`src/rtl/bcd_to_binary_pkg.sv`:
```
// +----------------------------------------------------------------------+
// | bcd_pkg : shared constants, state type and sizing helper for BCD->bin |
// | Revision: 1.0                                                         |
// +----------------------------------------------------------------------+
`default_nettype none

package bcd_pkg;

  localparam int         DIGIT_W    = 4;
  localparam logic [3:0] ADJ_THRESH = 4'd8;
  localparam logic [3:0] ADJ_SUB    = 4'd3;
  localparam logic [3:0] BCD_MAX    = 4'd9;

  typedef enum logic [1:0] {
    IDLE  = 2'd0,
    SHIFT = 2'd1,
    DONE  = 2'd2
  } state_t;

  // Smallest width w with 2^w >= 10^digits, i.e. able to hold 10^digits - 1.
  function automatic int unsigned bcd_min_bin_w(input int unsigned digits);
    longint unsigned lim;
    int unsigned     w;
    lim = 64'd1;
    for (int unsigned i = 0; i < digits; i++) begin
      lim = lim * 64'd10;
    end
    w = 0;
    while ((64'd1 << w) < lim) begin
      w++;
    end
    return w;
  endfunction

endpackage

`default_nettype wire

```
`src/rtl/bcd_digit_adjust.sv`:
```
// +----------------------------------------------------------------------+
// | bcd_digit_adjust : per-digit correction step of reverse double-dabble |
// | Revision: 1.0                                                         |
// +----------------------------------------------------------------------+
`default_nettype none

module bcd_digit_adjust
  import bcd_pkg::*;
(
  input  logic [DIGIT_W-1:0] digit_i,
  output logic [DIGIT_W-1:0] digit_o
);

  assign digit_o = (digit_i >= ADJ_THRESH) ? (digit_i - ADJ_SUB) : digit_i;

endmodule

`default_nettype wire

```
`src/rtl/bcd_to_binary.sv`:
```
// +----------------------------------------------------------------------+
// | bcd_to_binary : sequential packed-BCD to binary converter, one bit per |
// | cycle. Optional macro BCD_DIGIT_CHECK_EN flags digits > 9 as errors.   |
// | Revision: 1.0                                                          |
// +----------------------------------------------------------------------+
`default_nettype none

module bcd_to_binary
  import bcd_pkg::*;
#(
  parameter int DIGITS = 3,
  parameter int BIN_W  = bcd_min_bin_w(DIGITS)
) (
  input  logic                        clk,
  input  logic                        reset,
  input  logic [DIGIT_W*DIGITS-1:0]   bcd_in,
  input  logic                        in_valid,
  output logic                        in_ready,
  output logic [BIN_W-1:0]            bin_out,
  output logic                        out_valid,
  input  logic                        out_ready,
  output logic                        err
);

  localparam int BCD_W = DIGIT_W * DIGITS;
  localparam int CNT_W = $clog2(BIN_W + 1);

  state_t             state_q, state_d;
  logic [CNT_W-1:0]   cnt_q, cnt_d;
  logic [BCD_W-1:0]   work_bcd_q, work_bcd_d;
  logic [BIN_W-1:0]   work_bin_q, work_bin_d;
  logic [BIN_W-1:0]   bin_q, bin_d;
  logic               out_valid_q, out_valid_d;

  logic [BCD_W-1:0]   shift_bcd;
  logic [BCD_W-1:0]   adj_bcd;
  logic [BIN_W-1:0]   shift_bin;

  // The BCD LSB falls into the binary MSB on every iteration.
  assign shift_bcd = {1'b0, work_bcd_q[BCD_W-1:1]};
  assign shift_bin = {work_bcd_q[0], work_bin_q[BIN_W-1:1]};

  for (genvar g = 0; g < DIGITS; g++) begin : g_digit_adj
    bcd_digit_adjust u_adj (
      .digit_i (shift_bcd[g*DIGIT_W +: DIGIT_W]),
      .digit_o (adj_bcd[g*DIGIT_W +: DIGIT_W])
    );
  end

`ifdef BCD_DIGIT_CHECK_EN
  logic err_q, err_d;
  logic bad_digit;

  always_comb begin
    bad_digit = 1'b0;
    for (int i = 0; i < DIGITS; i++) begin
      if (bcd_in[i*DIGIT_W +: DIGIT_W] > BCD_MAX) begin
        bad_digit = 1'b1;
      end
    end
  end

  assign err = err_q;
`else
  assign err = 1'b0;
`endif

  assign in_ready  = (state_q == IDLE);
  assign bin_out   = bin_q;
  assign out_valid = out_valid_q;

  always_comb begin
    state_d     = state_q;
    cnt_d       = cnt_q;
    work_bcd_d  = work_bcd_q;
    work_bin_d  = work_bin_q;
    bin_d       = bin_q;
    out_valid_d = out_valid_q;
`ifdef BCD_DIGIT_CHECK_EN
    err_d       = err_q;
`endif
    case (state_q)
      IDLE: begin
        if (in_valid) begin
          work_bcd_d = bcd_in;
          work_bin_d = '0;
          cnt_d      = CNT_W'(BIN_W);
          state_d    = SHIFT;
`ifdef BCD_DIGIT_CHECK_EN
          if (bad_digit) begin
            bin_d       = '0;
            out_valid_d = 1'b1;
            err_d       = 1'b1;
            state_d     = DONE;
          end
`endif
        end
      end
      SHIFT: begin
        work_bcd_d = adj_bcd;
        work_bin_d = shift_bin;
        cnt_d      = cnt_q - 1'b1;
        if (cnt_q == CNT_W'(1)) begin
          bin_d       = shift_bin;
          out_valid_d = 1'b1;
          state_d     = DONE;
        end
      end
      DONE: begin
        if (out_ready) begin
          out_valid_d = 1'b0;
          state_d     = IDLE;
`ifdef BCD_DIGIT_CHECK_EN
          err_d       = 1'b0;
`endif
        end
      end
      default: state_d = IDLE;
    endcase
  end

  always_ff @(posedge clk or posedge reset) begin
    if (reset) begin
      state_q     <= IDLE;
      cnt_q       <= '0;
      work_bcd_q  <= '0;
      work_bin_q  <= '0;
      bin_q       <= '0;
      out_valid_q <= 1'b0;
`ifdef BCD_DIGIT_CHECK_EN
      err_q       <= 1'b0;
`endif
    end else begin
      state_q     <= state_d;
      cnt_q       <= cnt_d;
      work_bcd_q  <= work_bcd_d;
      work_bin_q  <= work_bin_d;
      bin_q       <= bin_d;
      out_valid_q <= out_valid_d;
`ifdef BCD_DIGIT_CHECK_EN
      err_q       <= err_d;
`endif
    end
  end

endmodule

`default_nettype wire

```
`config.mk`:
```
export PLATFORM = sky130hd
export DESIGN_NAME = bcd_to_binary
export DESIGN_NICKNAME = d
export VERILOG_FILES = /design/src/rtl/bcd_to_binary_pkg.sv /design/src/rtl/bcd_digit_adjust.sv /design/src/rtl/bcd_to_binary.sv
export SDC_FILE = /design/constraint.sdc
export NUM_CORES = 1
export LEC_CHECK = 0
export ABC_AREA = 1
export BUFFER_PORTS_ARGS = -buffer_cell sky130_fd_sc_hd__buf_2
export CELL_PAD_IN_SITES_DETAIL_PLACEMENT = 0
export CELL_PAD_IN_SITES_GLOBAL_PLACEMENT = 1
export CORE_MARGIN = 2
export CORE_UTILIZATION = 40
export CTS_CLUSTER_DIAMETER = 50
export CTS_CLUSTER_SIZE = 12
export DETAILED_ROUTE_END_ITERATION = 10
export PLACE_DENSITY = 0.8
export SETUP_SLACK_MARGIN = 0.5
export SKIP_LAST_GASP = 1
export SYNTH_ARGS = -nofsm -noshare
export SYNTH_HDL_FRONTEND = slang
export SYNTH_SLANG_ARGS = --single-unit
```
`constraint.sdc`:
```
create_clock -name clk -period 1.6 [get_ports clk]
set_input_delay 0 -clock clk [delete_from_list [all_inputs] [get_ports clk]]
set_output_delay 0 -clock clk [all_outputs]
set_load 0.005 [all_outputs]
```
==> impl_metrics.toml, run 1 <==
[synth]
yosys.cell_types.count = 21
synth_fp_nets = 233
seq_area_frac_synth = 0.541
synthTopCellsByArea = "dfrtp_1 (54%), nand2_1 (18%), nand3_1 (5.4%)"
ys_seq_elements = 38
yosys.area.top_type_share = 0.541
avgSynthCellArea_um2 = 8.33
synth_cells = 211
synth.most_common_cell = "nand2_1"
synth_warnings = 0
synth.cell_area_um2 = 1760
synth-async-reset-ratio = 1.00
synthFlopType = "dfrtp_1"
synth_common_cells = "nand2_1 (82), dfrtp_1 (38), inv_1 (25)"
synth_edf_count = 0
yosysTopAreaCell = "dfrtp_1"

[timing]
rsz0062_at_grt = "true"
whs_ns = -0.0116
layout_min_cycle_time_ns = 1.21
hold_viol_final = 1
slew_viol_final = 0
min_period_over_period = 0.759
finalSetupViolations = 0
max_freq_mhz = 824
fin_worst_skew_ns = 0.00837
setup_tns_ns = 0

[critical_path]
path_cells = "inv_2 -> nor2_4 -> buf_12 -> nand2_8 -> nand2_2 -> nand2_1"
cp-end-kind = "register"
path_max_fanout = 6
cp-startpoint = "state_q[0]"
worstSetupPathType = "register to register"
cp_slowest_stage_delay_ns = 0.46
cp.arrival_ns = 1.41
reg2reg_from = "state_q[0]"
critPathLaunchType = "register"
slowest_stage = "dfrtp_2"
critPathRequiredTime_ns = 1.79

[route]
vias = 1523
drt_wl_total_mm = 3.89
avgRoutedWirePerCell_um = 12.2
firstDrtPassIters = 4
drt_first_iter_violations = 81
detail-route-antenna-nets = 0
drc = 0
routed_via_density = 4.76

[clocking]
clock_latency_ns = 0.30
clkTransAtPathRegs_ns = 0.08
cts_tree = "done"
cts_root_buf = "clkbuf_8"
clockBufferDepth = 2
cts_buffers = 5
numClockSinks = 38
htree_levels = 2

[status]
violations = "hold timing"
outcome = "finished, violations left"

[global_route]
overflow = 0
grtUsageMet3 = 0.0505
grt_util_met1 = 0.222
grt_util_all_layers = 0.173
grt_pass1_vias = 1491
gr-usage-met2 = 0.283
antenna_found_initial = 0
grt_max_degree = 39
grt_pass1_wl_mm = 6.79
grt.busiest_layer = "met2"

[job]
maxCapViolations = 0

[cells_and_area]
drive_gt1_frac = 0.325
fin_cells = 320
finalNetCount = 289
antennaDiodeCount = 0
synthToLayoutAreaGrowth_pct = 41.4
fillers = 384
final_area_um2 = 2490

[power_and_ir_drop]
leakagePower_nw = 1.26
p_switching_mw = 1.75
combinationalPowerShare = 0.424
pwr-share-clk = 0.213
peakVddDrop_uv = 746
power.share.switching = 0.377
pwr-share-seq = 0.363
p_int_mw = 2.89
power_density_nw_per_um2 = 1860

[placed_design]
place_inst = 289
place_hpwl_mm = 2.30
io_buffer_count = 27
postPlaceCellArea_um2 = 1980
gp_congestion = 0.776

[worst_hold_path]
hp-class = "input pin to register"
hp-start = "bcd_in[2]"

[die]
initial_core_util = 0.409
die_y_um = 70.3
coreArea_um2 = 4290
dieWidth_um = 70.3
rows = 24
io_pins = 29
die_area_um2 = 4940
layer usage:
metal  up-vias  wire, um  part of all wire
met5         -         0                 0
met4         0        76             0.020
met3         7       158             0.041
met2        29      1910              0.49
met1       711      1740              0.45
li1        776         -                 -
critical path: cells and delay by family, from the launching register on:
family                 cells  cell delay [ns]
DFF                        1             0.46
and+or+nand+nor            4             0.40
buffers and inverters      2             0.24
cells by family after synthesis:
logic type | count (synthesis) | synth area share
and+or+nand+nor | 114 | 0.273
DFF | 38 | 0.541
buffers and inverters | 32 | 0.0747
AOI/OAI and AO/OA | 20 | 0.0669
adders and majority gates | 6 | 0.0427
other | 1 | 0.00213
stage by stage:
stage	hold slack, ns	setup WS, ns	util	power [mW]
2_1_floorplan	0.0863	0.500	-	2.65
3_3_place_gp	0.147	0.257	0.461	3.05
3_5_place_dp	0.149	0.268	0.461	3.07
4_1_cts	0.00459	0.394	0.561	4.46
5_1_grt	0.0214	0.314	0.579	5.05
6_report	-0.0116	0.386	0.579	4.63
final cells by class:
cell class | instances | area (um2) | share of cell area
Sequential cell | 38 | 955 | 0.384
Multi-Input combinational cell | 143 | 838 | 0.337
Timing Repair Buffer | 52 | 382 | 0.153
Inverter | 27 | 109 | 0.0438
Clock buffer | 5 | 68.8 | 0.0277
Clock inverter | 3 | 68.8 | 0.0277
Tap cell | 52 | 65.1 | 0.0262
path summary, 6_finish.rpt:
check / cells after the start / slack (ns) / to
worst max-delay path: 6 / 0.39 / bin_out[4]
worst min-delay path: 3 / -0.01 / work_bcd_q[2]
worst max register to register: 6 / 0.39 / bin_out[4]
worst min register to register: 2 / 0.47 / bin_out[2]
max in group asynchronous: 4 / 0.87 / state_q[0]
min in group asynchronous: 4 / 0.36 / work_bcd_q[6]
state kept, by name (all words and copies together) (netlist names):
signal and count:
bin_out 10, cnt_q 4, out_valid 1, state_q 2, work_bcd_q 12, work_bin_q 9
power by group through the flow:
stage / Clock [mW] / Combinational, mW / Sequential (mW)
3_5_place_dp: 0 / 1.41 / 1.66
3_3_place_gp: 0 / 1.39 / 1.66
6_report: 0.988 / 1.96 / 1.68
4_1_cts: 0.998 / 1.80 / 1.66
5_1_grt: 1.05 / 2.25 / 1.75
2_1_floorplan: 0 / 1.04 / 1.61
cells in the final DEF (no fill, tap or decap), types with 3 or more instances in the layout:
cell | netlist | routed
o21ai_0 | 9 | 6
nand3_1 | 19 | 17
buf_2 | 3 | 27
nor2_1 | 7 | 7
buf_4 | 2 | 9
ha_1 | 6 | 4
buf_6 | 0 | 3
inv_2 | 2 | 4
dlygate4sd3_1 | 0 | 11
dfrtp_2 | 0 | 3
clkbuf_8 | 0 | 5
o22ai_1 | 7 | 7
nand2_1 | 82 | 66
inv_1 | 25 | 20
inv_4 | 0 | 3
nand2_8 | 0 | 3
o21ai_1 | 0 | 3
nand2_2 | 0 | 15
dfrtp_1 | 38 | 35
timing repair:
action	in CTS	in global routing
buffers inserted	6	4
pin swaps	3	5
gates cloned	2	0
hold buffers	11	0
setup endpoints to repair	39	39
resized for setup	28	16
endpoints found under the hold margin	48	0
No activity file was read; power rests on OpenSTA's default activity.
==> inputs of run 2 (changes only) <==
Settings changed: CORE_UTILIZATION 40 to 37, PLACE_DENSITY 0.8 to 0.78.
Clock period 1.6 ns to 1.1 ns, I/O delays scaled along.
==> run 2 against run 1 <==
Effect of this change:
- the run ends with hold timing, setup timing left
- clock power increased by 48%
- via count is 4.7% higher
- utilization rose by 1.6 points
- sequential share of layout area fell by 4.0 points
- die area increased by 7.6%
- total power rose by 67%
- setup slack worse by 0.45 ns
- largest cell class unchanged
==> impl_metrics.toml, run 2 (synthesized netlist as in run 1, its figures left out) <==
[placed_design]
gp_congestion = 0.763
io_buffer_count = 27
place_inst = 302
place_hpwl_mm = 2.46

[route]
vias = 1595
drc = 0
drt_wl_total_mm = 4.12
detail-route-antenna-nets = 0
avgRoutedWirePerCell_um = 12.2
drt_first_iter_violations = 53
routed_via_density = 4.73
firstDrtPassIters = 4

[critical_path]
critPathLaunchType = "register"
rr_worst_depth = 5
reg2reg_from = "state_q[1]"
cp-startpoint = "state_q[1]"
r2r_slack_ns = -0.07
critPathRequiredTime_ns = 1.28
r2r-end = "bin_out[9]"
worstSetupEndpoint = "bin_out[9]"
cp.arrival_ns = 1.35
path_max_fanout = 6
worstSetupPathType = "register to register"
cp-end-kind = "register"

[timing]
whs_ns = -0.110
layout_min_cycle_time_ns = 1.17
hold_viol_final = 2
max_freq_mhz = 856
finalWorstSetupSlack_ns = -0.0682
rsz0062_at_grt = "true"
min_period_over_period = 1.06
fin_worst_skew_ns = 0.00477
finalSetupViolations = 19
slew_viol_final = 0

[die]
die_y_um = 72.9
coreArea_um2 = 4660
dieWidth_um = 72.9
die_area_um2 = 5320
rows = 25
initial_core_util = 0.377
io_pins = 29

[clocking]
cts_root_buf = "clkbuf_8"
numClockSinks = 38
clockBufferDepth = 2
cts_hold_buf = 9
clkTransAtPathRegs_ns = 0.07
clock_latency_ns = 0.29
htree_levels = 2
cts_tree = "done"
cts_buffers = 5

[cells_and_area]
regMostFlops = "work_bcd_q"
finalNetCount = 304
largest_reg_flops = 12
fillers = 397
mostFrequentLayoutCells = "nand2_1 (68), dfrtp_1 (36), buf_2 (27), buf_4 (20), inv_1 (17)"
final_common_cell = "nand2_1"
antennaDiodeCount = 0
fin_cells = 337
drive_gt1_frac = 0.438
synthToLayoutAreaGrowth_pct = 57.9

[global_route]
antenna_found_initial = 0
overflow = 0
grt.busiest_layer = "met2"
grt_pass1_vias = 1498
grt_max_degree = 39
grt_pass1_wl_mm = 6.78
grtUsageMet3 = 0.0414
grt_util_all_layers = 0.167
gr-usage-met2 = 0.276
grt_util_met1 = 0.214

[worst_hold_path]
hp-class = "input pin to register"
whs_path_depth = 2

[power_and_ir_drop]
peakVddDrop_uv = 1260
leakagePower_nw = 1.40
power_density_nw_per_um2 = 2790

[status]
violations = "hold timing, setup timing"
outcome = "finished, violations left"

[job]
maxCapViolations = 0
-- run 2: changes by cell type in the layout (fill, tap and decap cells not counted), moves of 4 or more --
cell     delta
o21ai_0     -4
o22ai_1     -7
nand2_2     -6
nand3_2     +9
nand3_1    -10
o22ai_2     +6
buf_4      +11
buf_6       +4
nand2_4     +4
-- run 2: how the worst min path moves through the flow --
stage	start	end	slack, ns
after floorplan	reset	bin_out[0]	-0.03
after global placement	reset	bin_out[6]	0.06
after detailed placement	reset	bin_out[6]	0.06
after CTS	out_ready	state_q[1]	-0.12
after global routing	out_ready	state_q[1]	-0.10
final	out_ready	state_q[1]	-0.11
-- run 2: critical path, stage by stage (launching register included) --
cell and delay [ns]:
dfrtp_2 0.46, nor2_4 0.24, buf_4 0.17, nand2_4 0.08, nand2_1 0.07, nand2_1 0.05
-- run 2: timing repair --
action                                  CTS  global route
gates resized for setup                  28            40
buffers inserted                         10             6
pin swaps                                 4             7
endpoints found under the setup margin   50            50
hold endpoints to repair                 49             2
gates cloned                              1             1
-- run 2: per-stage QoR --
| stage | worst slack [ns] | instance area [um2] | TNS [ns] | util | total power [mW] |
|---|---|---|---|---|---|
| final | -0.0682 | 2780 | -0.763 | 0.595 | 7.74 |
| after floorplan | 0.0303 | 1800 | 0 | - | 3.92 |
| after detailed placement | -0.0393 | 2110 | -0.379 | 0.453 | 4.86 |
| after global placement | -0.0492 | 2110 | -0.374 | 0.453 | 4.82 |
| after CTS | -0.0335 | 2530 | -0.190 | 0.542 | 7.01 |
| after global routing | -0.125 | 2780 | -2.25 | 0.595 | 8.34 |
-- run 2: layer usage --
metal  wire (um)  part of all wire
met1        1870              0.45
met2        2070              0.50
met3         138             0.033
met4          41            0.0099
met5           0                 0
-- run 2: layout make-up --
| cell class | count | area (um2) | share of cell area |
|---|---|---|---|
| tap | 54 | 67.6 | 0.0243 |
| clock buffer | 6 | 82.6 | 0.0298 |
| multi-input combinational | 142 | 947 | 0.341 |
| sequential | 38 | 953 | 0.344 |
| inverter | 27 | 115 | 0.0415 |
| timing repair buffer | 68 | 549 | 0.198 |
| clock inverter | 2 | 60.1 | 0.0216 |
-- run 2: where the power goes --
| part | internal (mW) | switching [mW] |
|---|---|---|
| sequential | 1.98 | 0.459 |
| clock | 0.967 | 0.497 |
| combinational | 1.92 | 1.92 |
